--- src/rtl/pipeline_hazard_ctrl_pkg.sv ---
// pipeline_hazard_ctrl_pkg: shared state type and NOP encoding for the hazard sequencer
package pipeline_hazard_ctrl_pkg;
  typedef enum logic [1:0] {RUN, MEM_WAIT, HALT} hz_state_t;
  localparam logic [31:0] NOP = 32'h0000_0013;
endpackage

--- src/rtl/pipeline_hazard_ctrl_sat_counter.sv ---
// sat_counter: enable-increment counter that sticks at all-ones instead of wrapping
module sat_counter #(
  parameter int W = 32
) (
  input  logic         clk,
  input  logic         rst_n,
  input  logic         en,
  output logic [W-1:0] cnt
);
  always_ff @(negedge clk or negedge rst_n)
    if (!rst_n) cnt <= '0;
    else if (en && cnt != '1) cnt <= cnt + W'(1);
endmodule

--- src/rtl/pipeline_hazard_ctrl.sv ---
// pipeline_hazard_ctrl: stall/flush sequencer for load-use, taken branches and slow data memory
module pipeline_hazard_ctrl
  import pipeline_hazard_ctrl_pkg::*;
#(
  parameter int REGISTER_ADDRESS_WIDTH = 5,
  parameter int CNT_WIDTH              = 32,
  parameter int TIMEOUT_CYCLES         = 256
) (
  input  logic                              clk,
  input  logic                              rst_n,
  input  logic [REGISTER_ADDRESS_WIDTH-1:0] rs1D_i,
  input  logic [REGISTER_ADDRESS_WIDTH-1:0] rs2D_i,
  input  logic                              useRs1D_i,
  input  logic                              useRs2D_i,
  input  logic [REGISTER_ADDRESS_WIDTH-1:0] AD3E_i,
  input  logic                              regWriteE_i,
  input  logic                              resultSrcE_i,
  input  logic                              branchTakenE_i,
  input  logic                              memReqM_i,
  input  logic                              memAckM_i,
  output logic                              fetchEn_o,
  output logic                              decodeEn_o,
  output logic                              execEn_o,
  output logic                              memEn_o,
  output logic                              flushD_o,
  output logic                              flushE_o,
  output logic                              memTimeout_o,
  output logic [CNT_WIDTH-1:0]              stallCnt_o,
  output logic [CNT_WIDTH-1:0]              flushCnt_o
);
  localparam int WW = TIMEOUT_CYCLES > 1 ? $clog2(TIMEOUT_CYCLES) : 1;
  hz_state_t state;
  logic [WW-1:0] wait_cnt;
  logic load_use, busy, frozen, flush, stall;
  assign load_use = resultSrcE_i && regWriteE_i && AD3E_i != '0 &&
                    ((useRs1D_i && rs1D_i == AD3E_i) || (useRs2D_i && rs2D_i == AD3E_i));
  assign busy   = memReqM_i && !memAckM_i;
  assign frozen = state == HALT || busy;
  assign flush  = !frozen && branchTakenE_i;
  assign stall  = !frozen && !branchTakenE_i && load_use;
  // Reset forces every register to hold a bubble until rst_n releases.
  assign fetchEn_o  = rst_n && !frozen && !stall;
  assign decodeEn_o = rst_n && !frozen && !stall;
  assign execEn_o   = rst_n && !frozen;
  assign memEn_o    = rst_n && !frozen;
  assign flushD_o   = !rst_n || flush;
  assign flushE_o   = !rst_n || flush || stall;
  always_ff @(negedge clk or negedge rst_n)
    if (!rst_n) begin
      state        <= RUN;
      wait_cnt     <= '0;
      memTimeout_o <= 1'b0;
    end else if (state == RUN) begin
      if (busy) begin
        state    <= MEM_WAIT;
        wait_cnt <= '0;
      end
    end else if (state == MEM_WAIT) begin
      if (memAckM_i) state <= RUN;
      else if (TIMEOUT_CYCLES != 0 && wait_cnt == WW'(TIMEOUT_CYCLES - 1)) begin
        state        <= HALT;
        memTimeout_o <= 1'b1;
      end else wait_cnt <= wait_cnt + WW'(1);
    end
  sat_counter #(.W(CNT_WIDTH)) u_stall_cnt (
    .clk  (clk),
    .rst_n(rst_n),
    .en   (!fetchEn_o),
    .cnt  (stallCnt_o)
  );
  sat_counter #(.W(CNT_WIDTH)) u_flush_cnt (
    .clk  (clk),
    .rst_n(rst_n),
    .en   (flush),
    .cnt  (flushCnt_o)
  );
endmodule
--- config.mk ---
export PLATFORM = sky130hd
export DESIGN_NAME = pipeline_hazard_ctrl
export DESIGN_NICKNAME = d
export VERILOG_FILES = /design/src/rtl/pipeline_hazard_ctrl_pkg.sv /design/src/rtl/pipeline_hazard_ctrl_sat_counter.sv /design/src/rtl/pipeline_hazard_ctrl.sv
export SDC_FILE = /design/constraint.sdc
export NUM_CORES = 1
export LEC_CHECK = 0
export ABC_CLOCK_PERIOD_IN_PS = 2750
export CAP_MARGIN = 40
export CORE_ASPECT_RATIO = 1.2
export CORE_MARGIN = 2
export CORE_UTILIZATION = 44
export DETAILED_ROUTE_END_ITERATION = 16
export PLACE_DENSITY_LB_ADDON = 0.12
export SYNTH_ARGS = -nofsm -noshare
export SYNTH_HDL_FRONTEND = slang
export SYNTH_SLANG_ARGS = --single-unit
--- constraint.sdc ---
create_clock -name clk -period 2.75 [get_ports clk]
set_clock_uncertainty 0.2 [all_clocks]
set_input_delay 0.275 -clock clk [delete_from_list [all_inputs] [get_ports clk]]
set_output_delay 0.275 -clock clk [all_outputs]
set_load 0.01 [all_outputs]
==> results.sh <==
export IMPL_outcome="finished with violations"
export IMPL_violations="setup timing"
export IMPL_crit_path_end_kind="primary output"
export IMPL_placed_cells=673
export IMPL_grt_overflow=0
export IMPL_multi_input_area_mm2=0.00244
export IMPL_grt_max_degree=49
export IMPL_holdCritPathClass="flip-flop to flip-flop"
export IMPL_wl_met2_mm=7.58
export IMPL_avgSynthCellArea_um2=10.2
export IMPL_critPathLaunchType="flip-flop"
export IMPL_rows=36
export IMPL_rr_worst_depth=9
export IMPL_wl_per_cell_um=18.1
export IMPL_yosysWarnings=0
export IMPL_syn_to_final_growth_pct=82.3
export IMPL_clockBufferDepth=2
export IMPL_synth_top_cell_by_area="dfrtn_1"
export IMPL_portBuffers=94
export IMPL_path_class="flip-flop to primary output"
export IMPL_required_ns=2.28
export IMPL_die_area_mm2=0.00928
export IMPL_regArea_mm2=0.00188
export IMPL_ioPinCount=95
export IMPL_clock_sinks=75
export IMPL_rsz0062_at_grt="true"
export IMPL_highest_layer="met4"
export IMPL_firstDrtPassIters=4
export IMPL_wl_mm=13.5
export IMPL_holdPathStages=1
export IMPL_cp_depth=7
export IMPL_setup_viol=108
export IMPL_r2r_start="u_stall_cnt.cnt[15]$_DFFE_NN0P_"
export IMPL_drive_above_1_share_pct=55.1
export IMPL_antenna_found_initial=0
export IMPL_htreeDepth=3
export IMPL_cts_tree="built"
export IMPL_core_mm2=0.00820
export IMPL_numCtsBuffers=9
export IMPL_maxSlewHeadroom_pct=49.4
export IMPL_crit_family="flip-flops"
export IMPL_routed_via_density=5.37
export IMPL_crit_path_top_delay_cell="dfrtn_1"
export IMPL_drc=0
export IMPL_nets=654
export IMPL_worst_hold_slack_ns=0.244
export IMPL_r2r_setup_slack_ns=-0.33
export IMPL_initial_core_util_pct=45.7
export IMPL_min_delay_start="memTimeout_o$_DFFE_NN0P_"
export IMPL_final_cells=746
export IMPL_wirelength_met1_mm=4.89
export IMPL_antenna_cells=0
export IMPL_yosys_register_bits=75
export IMPL_crit_fanout=2
export IMPL_clkSlewWorstSetupHoldPaths_ns=0.06
export IMPL_max_stage_delay_ns=0.47
export IMPL_gp_congestion=0.884
export IMPL_cap_violations=0
export IMPL_postRouteAntennaNets=0
export IMPL_grtUsageTotal_pct=28.4
export IMPL_synth_area_mm2=0.00375
export IMPL_setup_ws_ns=-0.636
export IMPL_netlist_top_cells_area="dfrtn_1, xor2_1, xnor2_1"
export IMPL_cellLeakagePower_nw=3.52
export IMPL_n_fill_cell=475
export IMPL_wl_met3_um=545
export IMPL_yosysSeqAreaShare_pct=50.1
export IMPL_cp_arrival_ns=2.91
export IMPL_dp_hpwl_mm=7.77
export IMPL_syn_num_nets=394
export IMPL_dr_first_iter_drc_count=186
export IMPL_worstSkewPairLatency_ns=0.35
export IMPL_crit_buf_inv=3
export IMPL_endpoint="flushE_o"
export IMPL_grt_pass1_wl_mm=20.3
export IMPL_worst_slew_pin_slew_ns=0.757
export IMPL_synth_distinct_cells=37
export IMPL_syn_inst=367
export IMPL_fp_dieH_um=105
export IMPL_finalMaxSlewViolations=0
export IMPL_powerDensity_mw_per_mm2=498
export IMPL_hold_viol=0
export IMPL_cts_root_buf="clkbuf_8"
export IMPL_startpoint="state[1]$_DFFE_NN0P_"
export IMPL_die_w_um=88.3
export IMPL_worstReg2RegEnd="u_stall_cnt.cnt[1]$_DFFE_NN0P_"
export IMPL_synthDominantCellAreaShare_pct=50.1
export IMPL_grt_pass1_vias=4132
export IMPL_vdd_ir_drop_max_mv=0.500
export IMPL_cp_common_cell="buf_6"
export IMPL_vias=4008
export IMPL_crit_path_cell_trace="nand2b_4 > buf_6 > nand3_4 > buf_6 > nand2_4 > a21o_1 > buf_6"
state kept, by name, summed over array words and instances, names as in the netlist:
| signal | cells |
|---|---|
| memTimeout_o | 1 |
| state | 2 |
| u_flush_cnt.cnt | 32 |
| u_stall_cnt.cnt | 32 |
| wait_cnt | 8 |
metal layers:
metal / vias up / GRT usage (%)
met5: - / 0
met4: 0 / 14.5
met3: 48 / 4.82
met2: 152 / 50.8
met1: 2014 / 31.3
li1: 1794 / -
worst reg2reg max path: cells and delay by family (launching register included):
family	cells	cell delay (ns)
flops	1	0.42
mux	1	0.30
simple gates	3	1.35
compound gates	1	0.16
buf+inv	4	0.53
final cells by class:
cell class              instances  area share, %
clock inverters                 7           1.70
multi-input cells             276           35.7
flip-flops and latches         75           27.5
repair buffers                255           30.7
well taps                     114           2.09
clock buffers                   9           1.81
inverters                      10          0.586
power by group:
| part | total, mW | internal, mW | switching [mW] |
|---|---|---|---|
| Combinational | 1.07 | 0.558 | 0.511 |
| Sequential | 1.28 | 1.22 | 0.0605 |
| Clock | 1.06 | 0.601 | 0.455 |
cells in the final DEF, fill, tap and decap left out, types with 9 or more instances in the layout:
| master | instances |
|---|---|
| nor2_1 | 18 |
| nor3_4 | 9 |
| nor2_4 | 18 |
| buf_4 | 124 |
| buf_6 | 47 |
| dfrtn_1 | 75 |
| inv_1 | 9 |
| xnor2_1 | 27 |
| buf_2 | 62 |
| nand2_1 | 25 |
| nand3_1 | 16 |
| nand4_1 | 23 |
| clkbuf_8 | 9 |
| xor2_1 | 41 |
cell families (layout without fill, tap and decap cells):
family / after synthesis / after routing / synth area share [%]
and+or+nand+nor: 181 / 181 / 25.4
xor gates and xnor gates: 77 / 77 / 18.0
DFF: 75 / 75 / 50.1
buffers and inverters: 16 / 281 / 2.40
AOI/OAI and AO/OA: 13 / 13 / 2.50
adders and majority gates: 3 / 3 / 1.00
muxes: 2 / 2 / 0.601
worst min-delay path by stage:
stage / end
floorplan: u_flush_cnt.cnt[11]$_DFFE_NN0P_
global placement: memTimeout_o$_DFFE_NN0P_
detailed placement: memTimeout_o$_DFFE_NN0P_
CTS: memTimeout_o$_DFFE_NN0P_
global route: memTimeout_o$_DFFE_NN0P_
finish: memTimeout_o$_DFFE_NN0P_
cells in the mapped netlist, drive strengths merged:
master / number
and4: 9
o41ai: 1
nand3b: 2
and3: 8
nor3b: 1
and2: 3
xnor2: 34
a21oi: 2
nand3: 26
nor2: 38
or2: 2
a2111oi: 1
a31o: 1
o211ai: 1
xor2: 43
buf: 5
or3: 3
or4: 3
inv: 10
o21a: 1
o21ai: 3
nand2b: 6
nand4: 23
mux2: 2
a21o: 1
nor3: 17
dfrtn: 75
o21bai: 1
o22ai: 1
nand2: 30
clkbuf: 1
nor4: 10
ha: 3
what timing repair did:
action | in CTS | in global routing
hold buffers | 0 | 0
pin swaps | 46 | 31
resized for setup | 441 | 39
cloned | 3 | 0
endpoints found under the setup margin | 143 | 136
setup buffers | 35 | 22
stage by stage:
stage	setup slack, ns	cell area [µm²]	util (%)	total power, mW	TNS, ns
floorplan	-0.590	4000	-	1.66	-21.57
global placement	-1.15	5820	71.0	2.17	-74.19
detailed placement	-1.24	5850	71.4	2.21	-78.37
CTS	-0.623	6490	79.2	3.29	-25.32
global route	-0.689	6840	83.4	3.54	-34.91
finish	-0.636	6840	83.4	3.40	-30.04
No activity file was read; power rests on OpenSTA's default activity.
